--- config.mk ---
export PLATFORM = sky130hd
export DESIGN_NAME = studio2_keypad
export DESIGN_NICKNAME = d
export VERILOG_FILES = /design/src/rtl/studio2_pkg.sv /design/src/rtl/studio2_keypad_hold.sv /design/src/rtl/studio2_keypad.sv
export SDC_FILE = /design/constraint.sdc
export NUM_CORES = 1
export LEC_CHECK = 0
export CORE_MARGIN = 2
export CORE_UTILIZATION = 55
export DETAILED_ROUTE_END_ITERATION = 12
export PLACE_DENSITY = 0.8
export SLEW_MARGIN = 20
export SYNTH_ARGS = -nofsm -noshare
export SYNTH_HDL_FRONTEND = slang
export SYNTH_SLANG_ARGS = --single-unit
--- constraint.sdc ---
create_clock -name clk_sys -period 2.52 [get_ports clk_sys]
set_input_delay 0.252 -clock clk_sys [delete_from_list [all_inputs] [get_ports clk_sys]]
set_output_delay 0.252 -clock clk_sys [all_outputs]
set_load 0.1 [all_outputs]
--- src/rtl/studio2_pkg.sv ---
// studio2_pkg: shared constants and scan-code lookup for the Studio II keypad front end
package studio2_pkg;
  localparam int NUM_KEYS = 10;
  localparam logic [2:0] KEYSEL_PORT = 3'd2;
  localparam int EF1_IDX = 0;
  localparam int EF2_IDX = 1;
  localparam int EF3_IDX = 2;
  localparam int EF4_IDX = 3;
  localparam logic [7:0] KP1_CODES [NUM_KEYS] = '{8'h45, 8'h16, 8'h1E, 8'h26, 8'h25, 8'h2E, 8'h36, 8'h3D, 8'h3E, 8'h46};
  localparam logic [7:0] KP2_CODES [NUM_KEYS] = '{8'h70, 8'h69, 8'h72, 8'h7A, 8'h6B, 8'h73, 8'h74, 8'h6C, 8'h75, 8'h7D};
  function automatic logic [4:0] key_lookup(input logic [7:0] code, input logic pad2);
    logic [4:0] r;
    r = '0;
    for (int i = 0; i < NUM_KEYS; i++)
      if (code == (pad2 ? KP2_CODES[i] : KP1_CODES[i])) r = {1'b1, 4'(i)};
    return r;
  endfunction
endpackage

--- src/rtl/studio2_keypad_hold.sv ---
// studio2_keypad_hold: one keypad's pressed mask with a minimum-hold timer and deferred releases
module studio2_keypad_hold
  import studio2_pkg::*;
#(
  parameter int HOLD_W = 20,
  parameter int HOLD_CYCLES = 500000
) (
  input  logic                clk_sys,
  input  logic                reset_n,
  input  logic                make,
  input  logic                brk,
  input  logic [3:0]          key,
  output logic [NUM_KEYS-1:0] state
);
  logic [NUM_KEYS-1:0] pend, pend_n, state_n, mk, bk;
  logic [HOLD_W-1:0]   timer, timer_n;
  logic                hold_on, expire;
  // next state: breaks during the hold are deferred until the timer runs out
  always_comb begin
    mk      = make ? NUM_KEYS'(1) << key : '0;
    bk      = brk ? NUM_KEYS'(1) << key : '0;
    hold_on = timer != '0;
    expire  = timer == HOLD_W'(1);
    pend_n  = hold_on ? (pend | (bk & state)) & ~mk : '0;
    state_n = (state | mk) & ~(hold_on ? '0 : bk) & ~(expire ? pend_n : '0);
    timer_n = make ? HOLD_W'(HOLD_CYCLES) : hold_on ? timer - HOLD_W'(1) : '0;
  end
  // state, pending and timer registers
  always_ff @(posedge clk_sys or negedge reset_n) begin
    if (!reset_n) begin
      state <= '0;
      pend  <= '0;
      timer <= '0;
    end else begin
      state <= state_n;
      pend  <= expire ? '0 : pend_n;
      timer <= timer_n;
    end
  end
endmodule

--- src/rtl/studio2_keypad.sv ---
// studio2_keypad: PS/2 to dual keypad decode, OUT 2 key-select latch and CDP1802 EF outputs
module studio2_keypad
  import studio2_pkg::*;
#(
  parameter int HOLD_W = 20,
  parameter int HOLD_CYCLES = 500000
) (
  input  logic                clk_sys,
  input  logic                reset_n,
  input  logic [10:0]         ps2_key,
  input  logic                io_out,
  input  logic [2:0]          io_n,
  input  logic [7:0]          io_dout,
  input  logic                efx,
  output logic [3:0]          ef_n,
  output logic [3:0]          key_sel,
  output logic [NUM_KEYS-1:0] kp1_state,
  output logic [NUM_KEYS-1:0] kp2_state
);
  logic        tog_q, primed, valid;
  logic [4:0]  hit1, hit2;
  logic [15:0] kp1_ext, kp2_ext;
  // decode: an event is a toggle change once primed; extended codes are dropped
  always_comb begin
    valid   = primed && (ps2_key[10] != tog_q) && !ps2_key[8];
    hit1    = key_lookup(ps2_key[7:0], 1'b0);
    hit2    = key_lookup(ps2_key[7:0], 1'b1);
    kp1_ext = {6'b0, kp1_state};
    kp2_ext = {6'b0, kp2_state};
  end
  studio2_keypad_hold #(.HOLD_W(HOLD_W), .HOLD_CYCLES(HOLD_CYCLES)) u_kp1 (
    .clk_sys(clk_sys), .reset_n(reset_n),
    .make(valid && hit1[4] && ps2_key[9]), .brk(valid && hit1[4] && !ps2_key[9]),
    .key(hit1[3:0]), .state(kp1_state)
  );
  studio2_keypad_hold #(.HOLD_W(HOLD_W), .HOLD_CYCLES(HOLD_CYCLES)) u_kp2 (
    .clk_sys(clk_sys), .reset_n(reset_n),
    .make(valid && hit2[4] && ps2_key[9]), .brk(valid && hit2[4] && !ps2_key[9]),
    .key(hit2[3:0]), .state(kp2_state)
  );
  // toggle capture; the first cycle after reset only primes the detector
  always_ff @(posedge clk_sys or negedge reset_n) begin
    if (!reset_n) begin
      tog_q  <= 1'b0;
      primed <= 1'b0;
    end else begin
      tog_q  <= ps2_key[10];
      primed <= 1'b1;
    end
  end
  // key-select latch from OUT 2; selects 10-15 read as zero in the extended masks
  always_ff @(posedge clk_sys or negedge reset_n) begin
    if (!reset_n) key_sel <= 4'hF;
    else if (io_out && io_n == KEYSEL_PORT) key_sel <= io_dout[3:0];
  end
  // registered EF lines, all active low
  always_ff @(posedge clk_sys or negedge reset_n) begin
    if (!reset_n) ef_n <= 4'b1111;
    else begin
      ef_n[EF1_IDX] <= efx;
      ef_n[EF2_IDX] <= 1'b1;
      ef_n[EF3_IDX] <= ~kp1_ext[key_sel];
      ef_n[EF4_IDX] <= ~kp2_ext[key_sel];
    end
  end
endmodule

* After elaboration in Yosys (flattened, before gate mapping)
Cells that the tools add are included.
** Word-level totals
- Register bits after elaboration :: 89
- Input port bits :: 26
- Logic and storage cells :: 112
- Output and inout port bits :: 28
** Cells by class
- Multiplexer cells :: 40
- Equality and inequality tests :: 24
- Shift-type cells :: 2
- Add/subtract/negate cells :: 2
- Reductions and logical operators :: 13
- Bitwise gates (word level) :: 20
- $lt $le $gt $ge :: 1
** Operators by type and width (number)
- $mux 10 :: 12
- $mux 5 :: 20
- $eq 8x7->1 const B :: 12
- $and 10x10->10 :: 8
- $mux 20 :: 4
- $not 10->10 :: 6
- $eq 8x6->1 const B :: 6
- $eq 20x1->1 const B :: 2
- $or 10x10->10 :: 4
- $reduce_bool 20->1 :: 2
- $sub 20x1->20 const B :: 2
- $shl 1x4->10 const A :: 2
- $eq 8x5->1 const B :: 2
- $logic_and 1x1->1 :: 9
- $bmux 1 s4 :: 2
- $lt 4x5->1 const B :: 1
- $eq 3x2->1 const B :: 1
- $logic_not 1->1 :: 2
- $mux 1 :: 2
- $not 1->1 :: 2
- $ne 1x1->1 :: 1

* Longest topological paths before layout
Gate-level depths: netlist of run 1.
- Word-level depth :: 21
- Mapped depth :: 8
- Gate-level depth less buffers :: 7

* Cells and area by module
A second synthesis of run 1 with hierarchy kept.
** Unflattened totals
- Cell total of the unflattened synthesis :: 521
- Area total of the unflattened synthesis :: 5243.8 µm²
** Modules (own cells, without submodules)
- studio2_keypad_hold :: sequential area each 1001.0 µm², area each 2145.8 µm², instances 2, cells each 208
- studio2_keypad :: sequential area each 234.0 µm², area each 952.2 µm², instances 1, cells each 105

* Least setup slack after synthesis of run 1
Ideal clock, no wire load.
- Path type :: register -> register
- Start point :: register key_sel[0]
- End point :: register ef_n[2]
- Path slack :: 0.398 ns
- Arrival time :: 2.045 ns
- Required time :: 2.443 ns
- Cell stages (with the launch flop) :: 6
- Period minus slack after synthesis :: 2.122 ns
- Path buffers :: 1
- Setup time :: 0.077 ns
- Path through :: dfstp_2 -> clkbuf_1 -> mux4_2 -> nand2_1 -> a21oi_1 -> a31oi_1
** Between the ends
- Word-level cells in the longest chain between the ends :: 3
** Ends and longest elaborated chain
- start: declaration :: line studio2_keypad.sv:16 : output logic [3:0] key_sel,
- start signal: assignment :: line studio2_keypad.sv:54 : else if (io_out && io_n == KEYSEL_PORT) key_sel <= io_dout[3:0];
- $bmux 1 s4 :: line studio2_keypad.sv:62 : ef_n[EF3_IDX] <= ~kp1_ext[key_sel];
- $mux 1 (implied by the code) :: line studio2_keypad.sv:62
- $not 1->1 :: line studio2_keypad.sv:62
- end signal: indexed assignment :: line studio2_keypad.sv:62
- end signal: indexed assignment :: line studio2_keypad.sv:63 : ef_n[EF4_IDX] <= ~kp2_ext[key_sel];
- end: declaration :: line studio2_keypad.sv:15 : output logic [3:0] ef_n,
No other way between the ends. The select of a mux whose other input is x is not followed.
A chain may end at the register's enable or synchronous reset.

* Final worst setup path of run 1
- Start point :: register u_kp1.timer[9]
- End point :: register u_kp1.state[6]
** Between the ends
- Word-level cells in the longest chain between the ends :: 5
- Elaborated cells between the ends (all ways) :: 9
- Classes of those cells :: eq/ne (1); mux (3); bitwise (4); reduce/logical (1)
** Ends and longest elaborated chain
- start: declaration :: line studio2_keypad_hold.sv:16 : logic [HOLD_W-1:0] timer, timer_n;
- start signal: assignment :: line studio2_keypad_hold.sv:37 : timer <= timer_n;
- $reduce_bool 20->1 :: line studio2_keypad_hold.sv:22 : hold_on = timer != '0;
- $mux 10 (on tied branches) :: line studio2_keypad_hold.sv:25, studio2_keypad_hold.sv:24
- $not 10->10 / $mux 10 (equally long branches) :: line studio2_keypad_hold.sv:25 : state_n = (state | mk) & ~(hold_on ? '0 : bk) & ~(expire ? pend_n : '0);
- $and 10x10->10 / $not 10->10 (equally long branches) :: line studio2_keypad_hold.sv:25
- $and 10x10->10 * :: line studio2_keypad_hold.sv:25
- via u_kp1.state_n[6] :: line studio2_keypad_hold.sv:15 : logic [NUM_KEYS-1:0] pend, pend_n, state_n, mk, bk;
- end signal: assignment :: line studio2_keypad_hold.sv:35 : state <= state_n;
- end: declaration :: line studio2_keypad_hold.sv:13 : output logic [NUM_KEYS-1:0] state
The timed path passes the listed nets; every way through them passes the cells marked *.

==> qor.txt, run 1 <==
Die X -> 99.1 um
Tightest Pin Transition -> 0.590 ns
H-tree levels -> 3
Post-synthesis adder-cell area fraction -> 1.01%
Worst path slowest cell -> or4_4
Final hold vios -> 0
Total power -> 0.00401 W
Port Buffer Count -> 48
Max cap viols -> 0
Area Overhead vs Synth -> 19.0%
CTS root buffer -> clkbuf_8
Avg Cell Area, Syn -> 9.61 sq um
Vias in the first global route -> 4,323
Post-synthesis mux area share -> 3.50%
Total Routing Usage GR -> 25.5%
Relative slew margins -> 60.4%
Delay-heaviest family, CP -> simple AND/OR/NAND/NOR gates
Setup TNS -> 0 ns
Fin Hold WS -> 0.294 ns
Netlist cell types -> 64
Dpl hpwl -> 8630 um
CP Launch Type -> flip-flop
Post-synthesis sequential area ratio -> 45.0%
Via count -> 4,348
Largest net degree at the start of global routing -> 45
Stages on the worst setup path -> 5
Fin. max-slew vios -> 0
CTS resizes -> 0
DIE AREA -> 0.00981 sq mm
Postcts setup bufs -> 0
IO Pins -> 54
Crit. End Element -> flip-flop
Gpl congestion -> 0.887
Die H -> 99.1 um
Antenna-violating nets left -> 0
Hold Path Cell Cnt -> 1
Hold Buf Count CTS -> 1
Crit path kind -> reg -> reg
RSZ-0062 raised after global routing -> no
Post-Synth Simple-Gate Area -> 27.0%
Placed cell count -> 681
Min-delay worst type -> in -> reg
Core Footprint -> 0.00872 sq mm
Final layout net count -> 615
Yosys warns -> 0
Initial antenna violation count -> 0
VDD IR-drop max -> 0.000406 V
XOR/XNOR Fraction of Synth Area -> 4.76%
First-pass GRT wire length -> 20,300 um
Initial core utilization -> 57.0%
CP Data Required Time -> 2.75 ns
Total power per unit cell area -> 678 mW/mm^2
WP data arrival -> 2.56 ns
# rows -> 34
Initial drt markers -> 245
Avg WL per Cell -> 17.2 um
Grt total ovfl -> 0
Syn Inst Count -> 517
Worst Skew -> 0.00493 ns
DRT Pass-1 Iters -> 5
Critical path's largest stage delay -> 0.60 ns
Final setup fails -> 0
Vias per inst -> 6.23
Filler Cell Count -> 678
DRC Markers -> 0
FF-to-FF path depth -> 5
Fmax -> 429 MHz
Share of cells above drive strength 1 -> 17.8%
Ys flop type -> dfrtp_1
Post-synth ARST share -> 100%
Final period util -> 92.4%
Synth Area in Compound Gates -> 15.6%
Worst-path cell chain -> or4_4 -> nor4b_4 -> nand4_2 -> a221oi_1 -> a31oi_1
Clk buf depth -> 2
Utilization after layout -> 67.8%
Worst-path clk slew -> 0.09 ns
Post-Layout Cell Count -> 698
Crit path buf inv count -> 0
Pleak -> 2.36 nW
Syn Std Cell Area -> 0.00497 sq mm
Main combinational cell family by area after synthesis -> simple AND/OR/NAND/NOR gates
Synthesized flop and latch total -> 89
Final Critical Period -> 2.33 ns
TritonCTS Sinks -> 89
Status -> finished, final reports clean
Total CTS buffers -> 9
Worst-skew pair later-pin latency -> 0.36 ns
CTS tree -> done
CP max FO -> 7
ANT cells -> 0
DRT Wirelength -> 12,000 um
EDFF count, synth -> 0
## cells in the mapped netlist, types with 5 or more instances
cell      number  area (sq um)
a211o_1        5          43.8
a211oi_1      16           120
a21oi_1       28           140
a22oi_1        7          52.6
a31oi_1       18           113
and3_1         9          56.3
buf_2          7          35.0
clkbuf_1      16          60.1
dfrtp_1       82          2050
dfstp_2        7           184
inv_1          9          33.8
mux2i_1        5          50.1
nand2_1       29           109
nand2b_1      12          75.1
nand3_1       14          70.1
nor2_1        39           146
nor2b_1       10          62.6
nor3_1        56           280
nor3_2         5          50.1
nor4_1         9          56.3
o21ai_0       15          75.1
o21bai_1       9          67.6
or3_1          6          37.5
or4_1          5          37.5
xnor2_1       15           131
xor2_1        12           105
## placed cells by master (no fill, tap or decap), types with 15 or more instances in the layout
cell             synthesis  routed
a211oi_1                16      16
a21oi_1                 28      28
a31oi_1                 18      18
buf_4                    3      60
clkdlybuf4s50_1          0      20
dfrtp_1                 82      82
nand2_1                 29      29
nor2_1                  39      39
nor3_1                  56      56
o21ai_0                 15      15
xnor2_1                 15      15
## through the flow
stage               instance area, sq um  setup slack (ns)
detailed placement                  5660             0.115
finish                              5920             0.191
floorplan                           4970             0.398
global placement                    5660             0.205
CTS                                 5920             0.197
global route                        5920            0.0876
## worst paths after layout
path | from | end | slack, ns
max reg2reg | u_kp1.timer[9] | u_kp1.state[6] | 0.19
min in group asynchronous | reset_n | u_kp1.timer[16] | 0.33
min | efx | ef_n[0] | 0.29
max | u_kp1.timer[9] | u_kp1.state[6] | 0.19
min reg2reg | u_kp2.timer[0] | u_kp2.timer[0] | 0.50
max in group asynchronous | reset_n | ef_n[3] | 1.58
## power by group
| group | leakage [nW] | internal (W) | total [W] | switching, W |
|---|---|---|---|---|
| Clock | 0.121 | 0.000691 | 0.00120 | 0.000505 |
| Combinational | 1.20 | 0.000373 | 0.000945 | 0.000572 |
| Sequential | 1.04 | 0.00164 | 0.00187 | 0.000231 |
## state kept, by name, summed over array words and instances (netlist names)
register     count
ef_n             3
u_kp2.timer     20
u_kp1.timer     20
u_kp1.pend      10
key_sel          4
u_kp2.state     10
u_kp2.pend      10
u_kp1.state     10
primed           1
tog_q            1
## cell families (layout without fill, tap and decap cells)
logic type | count (synthesis) | count (layout)
fa+ha+maj | 4 | 4
flops | 89 | 89
simple gates | 231 | 231
compound gates | 118 | 118
mux | 12 | 12
buf+inv | 35 | 107
other cells | 1 | 2
xor+xnor | 27 | 27
## final cells by class
| type | count | area [sq um] | share of cell area (%) |
|---|---|---|---|
| Clock buffer | 12 | 145 | 2.45 |
| Clock inverter | 4 | 98.8 | 1.67 |
| Inverter | 9 | 33.8 | 0.571 |
| Multi-Input combinational cell | 394 | 2590 | 43.7 |
| Sequential cell | 89 | 2240 | 37.8 |
| Tap cell | 108 | 135 | 2.28 |
| Timing Repair Buffer | 82 | 681 | 11.5 |
## routing by layer
metal	track usage (%)	routed length, um
met3	4.04	476
met2	40.9	5750
met4	9.59	255
met5	0	0
met1	35.2	5520
Note: power is estimated with default switching activity, not from simulation.
==> run 2: changes to the inputs <==
- CTS_CLUSTER_DIAMETER: unset -> 50
==> results of run 2 <==
Final layout, timing and power as in run 1 (identical DEF).
==> run 3: changes to the inputs <==
- ABC_AREA: unset -> 1
- PLACE_DENSITY: 0.8 -> 0.79
==> run 3 against run 2 <==
  * Largest power group unchanged
  * Via count rose by 18%
  * Cell area rose by 7.1%
  * Sequential share of layout area fell by 2.5 points
  * Maximum frequency rose by 4.2%
  * Setup slack improved by 0.094 ns
  * Total power fell by 7.8%
  * Critical path depth rose by 6
==> qor.txt, run 3 <==
DRT Wirelength -> 13,100 um (+9.4%)
First-pass GRT wire length -> 22,000 um (+8.1%)
Final Critical Period -> 2.23 ns (-0.0943 ns)
EDFF count, synth -> 0 (unchanged)
Yosys warns -> 0 (unchanged)
Hold Buf Count CTS -> 1 (unchanged)
Grt total ovfl -> 0 (unchanged)
CTS resizes -> 0 (unchanged)
Avg WL per Cell -> 13.5 um (-21%)
# rows -> 36 (+5.9%)
Core Footprint -> 0.00982 sq mm (+13%)
DRT Pass-1 Iters -> 7 (+2)
Ys flop type -> dfrtp_1
Final period util -> 88.7% (-3.7 points)
Initial drt markers -> 270 (+10%)
Initial core utilization -> 57.0% (about the same)
Finished Cell Area -> 0.00634 sq mm (+7.1%)
Netlist cell types -> 44 (-31%)
IO Pins -> 54 (unchanged)
Clock power share -> 22.8% (-7.0 points)
Setup TNS -> 0 ns (unchanged)
Min-delay worst type -> in -> reg
Worst path slowest cell -> dfrtp_1
P_sw -> 0.00137 W (+4.8%)
Post-synth ARST share -> 100% (unchanged)
Met2 WL -> 6350 um (+10%)
CTS root buffer -> clkbuf_8
Sw Share -> 37.1% (+4.5 points)
Commonest cells in the netlist -> nand2_1, inv_1, nor2_1, dfrtp_1, nand3_1
Biggest registers after layout -> u_kp1.timer: 20 flops, u_kp2.timer: 20 flops
Dpl cell area -> 0.00617 sq mm (+9.0%)
Crit path kind -> reg -> reg
Via count -> 5,125 (+18%)
Gpl congestion -> 0.908 (+2.3%)
CP Data Required Time -> 2.77 ns (+0.02 ns)
Clk buf depth -> 2 (unchanged)
Total CTS buffers -> 9 (unchanged)
Antenna-violating nets left -> 0 (unchanged)
DIE AREA -> 0.0110 sq mm (+12%)
CTS tree -> done
Relative slew margins -> 51.7% (-8.7 points)
Leading area contributor after synthesis -> dfrtp_1
Stages on the worst setup path -> 11 (+6)
Worst-path clk slew -> 0.09 ns (about the same)
WP data arrival -> 2.48 ns (-0.08 ns)
Vias in the first global route -> 5,065 (+17%)
Die H -> 105 um (+5.9%)
Critical path's largest stage delay -> 0.38 ns (-0.22 ns)
Final setup fails -> 0 (unchanged)
CP Launch Point -> u_kp2.timer[0]
RR Endpoint -> u_kp2.timer[10]
ANT cells -> 0 (unchanged)
FF-to-FF path depth -> 11 (+6)
Crit. End Element -> flip-flop
Initial antenna violation count -> 0 (unchanged)
Avg Cell Area, Syn -> 7.22 sq um (-25%)
Pleak -> 3.34 nW (+41%)
Commonest non-fill, non-tap cells in the layout -> nand2_1, inv_1, nor2_1
H-tree levels -> 3 (unchanged)
RSZ-0062 raised after global routing -> no
Largest net degree at the start of global routing -> 54 (+20%)
Total power per unit cell area -> 583 mW/mm^2 (-14%)
Max cap viols -> 0 (unchanged)
Dpl hpwl -> 9740 um (+13%)
Port Buffer Count -> 48 (unchanged)
Worst r2r src -> u_kp2.timer[0]
DR top layer -> met4
Status -> finished, final reports clean
Die X -> 105 um (+5.9%)
Syn Inst Count -> 775 (+50%)
CP Launch Type -> flip-flop
Leading cell type in the layout, fill and taps excluded -> nand2_1
Syn Std Cell Area -> 0.00560 sq mm (+13%)
Final hold vios -> 0 (unchanged)
Worst-skew pair later-pin latency -> 0.36 ns (about the same)
CP max FO -> 13 (+6)
Crit path buf inv count -> 3 (+3)
Comb pwr share -> 27.3% (+3.7 points)
VDD IR-drop max -> 0.000325 V (-20%)
Worst Skew -> 0.00936 ns (+0.00443 ns)
DRC Markers -> 0 (unchanged)
Worst-path cell chain -> inv_1 -> ha_1 -> nand2_2 -> nor2_4 -> nand3_2 -> nor2_2 -> nand3_2 -> nand2_2 -> inv_2 -> nand3b_2 -> inv_2
Synth area leaders -> dfrtp_1, nand2_1, inv_1, nor2_1, nand3_1
Vias per inst -> 5.28 (-15%)
Synthesized flop and latch total -> 89 (unchanged)
Final layout net count -> 864 (+40%)
Post-synthesis sequential area ratio -> 40.0% (-5.0 points)
Delay-heaviest family, CP -> simple AND/OR/NAND/NOR gates
Filler Cell Count -> 891 (+31%)
Critical Path End -> u_kp2.timer[10]
M1 WL -> 5700 um (+3.2%)
Area Overhead vs Synth -> 13.2%
Top-count cell post-synth -> nand2_1
Fmax -> 447 MHz (+4.2%)
Sequential power share -> 49.9% (+3.3 points)
Tightest Pin Transition -> 0.718 ns (+0.128 ns)
WL met3 -> 788 um (+66%)
Post-synth top area share -> 36.7% (-4.6 points)
Int Power -> 0.00232 W (-14%)
Postcts setup bufs -> 0 (unchanged)
TritonCTS Sinks -> 89 (unchanged)
Total Routing Usage GR -> 24.5% (-1.0 points)
FF-to-FF setup slack -> 0.29 ns (+0.09 ns)
Share of cells above drive strength 1 -> 14.8% (-3.0 points)
Fin. max-slew vios -> 0 (unchanged)
[run 3: cell types whose count changed in the layout (fill, tap and decap cells not counted), sizes merged, moves of 8 or more]
cell	change
nand2	+147
nand3	+39
nand4	+18
nand2b	-12
buf	-25
nor3	-47
inv	+144
o21ai	+14
a31oi	-18
and3	-8
a211oi	-16
nor2b	-10
nor2	+87
[run 3: power by group through the flow]
stage | Combinational (W) | Sequential (W) | Clock, W
detailed placement | 0.00100 | 0.00186 | 0
floorplan | 0.000583 | 0.00201 | 0
global placement | 0.000968 | 0.00185 | 0
CTS | 0.00101 | 0.00184 | 0.000873
global route | 0.00111 | 0.00187 | 0.000922
finish | 0.00101 | 0.00184 | 0.000841
[run 3: through the flow]
stage / util (%) / hold slack, ns / cells / worst slack, ns / power (W)
5_1_grt: 64.5 / 0.288 / 971 / 0.0741 / 0.00390
4_1_cts: 64.5 / 0.296 / 971 / 0.292 / 0.00372
2_1_floorplan: - / -0.0436 / 776 / 0.737 / 0.00260
6_report: 64.5 / 0.311 / 971 / 0.285 / 0.00369
3_5_place_dp: 62.9 / 0.255 / 955 / 0.178 / 0.00287
3_3_place_gp: 62.9 / 0.250 / 955 / 0.184 / 0.00282
[run 3: layout make-up]
class | instances | area, sq um | share of cell area [%]
clock buffer | 11 | 131 | 2.07
clock inverter | 4 | 22.5 | 0.355
inverter | 154 | 578 | 9.12
multi-input combinational | 523 | 2710 | 42.8
sequential | 89 | 2240 | 35.3
tap | 133 | 166 | 2.63
timing repair buffer | 57 | 493 | 7.78
[run 3: per-layer routing]
layer	up-vias	GRT usage (%)
li1	2533	-
met1	2383	30.2
met2	183	42.3
met3	26	4.55
met4	0	9.71
met5	-	0
[run 3: how the worst min path moves through the flow]
stage,startpoint,depth (start not counted),endpoint
floorplan,reset_n,0,primed
global placement,reset_n,1,u_kp2.timer[15]
detailed placement,reset_n,1,u_kp2.timer[15]
CTS,efx,1,ef_n[0]
global route,efx,1,ef_n[0]
finish,efx,1,ef_n[0]
[run 3: kinds of logic (layout without fill, tap and decap cells)]
logic type	count (synthesis)	in the layout	synth area share (%)
simple gates	406	406	34.8
flops	89	89	40.0
other cells	1	2	0.0670
compound gates	93	93	9.75
fa+ha+maj	4	4	0.894
buf+inv	164	226	11.7
xor+xnor	18	18	2.82
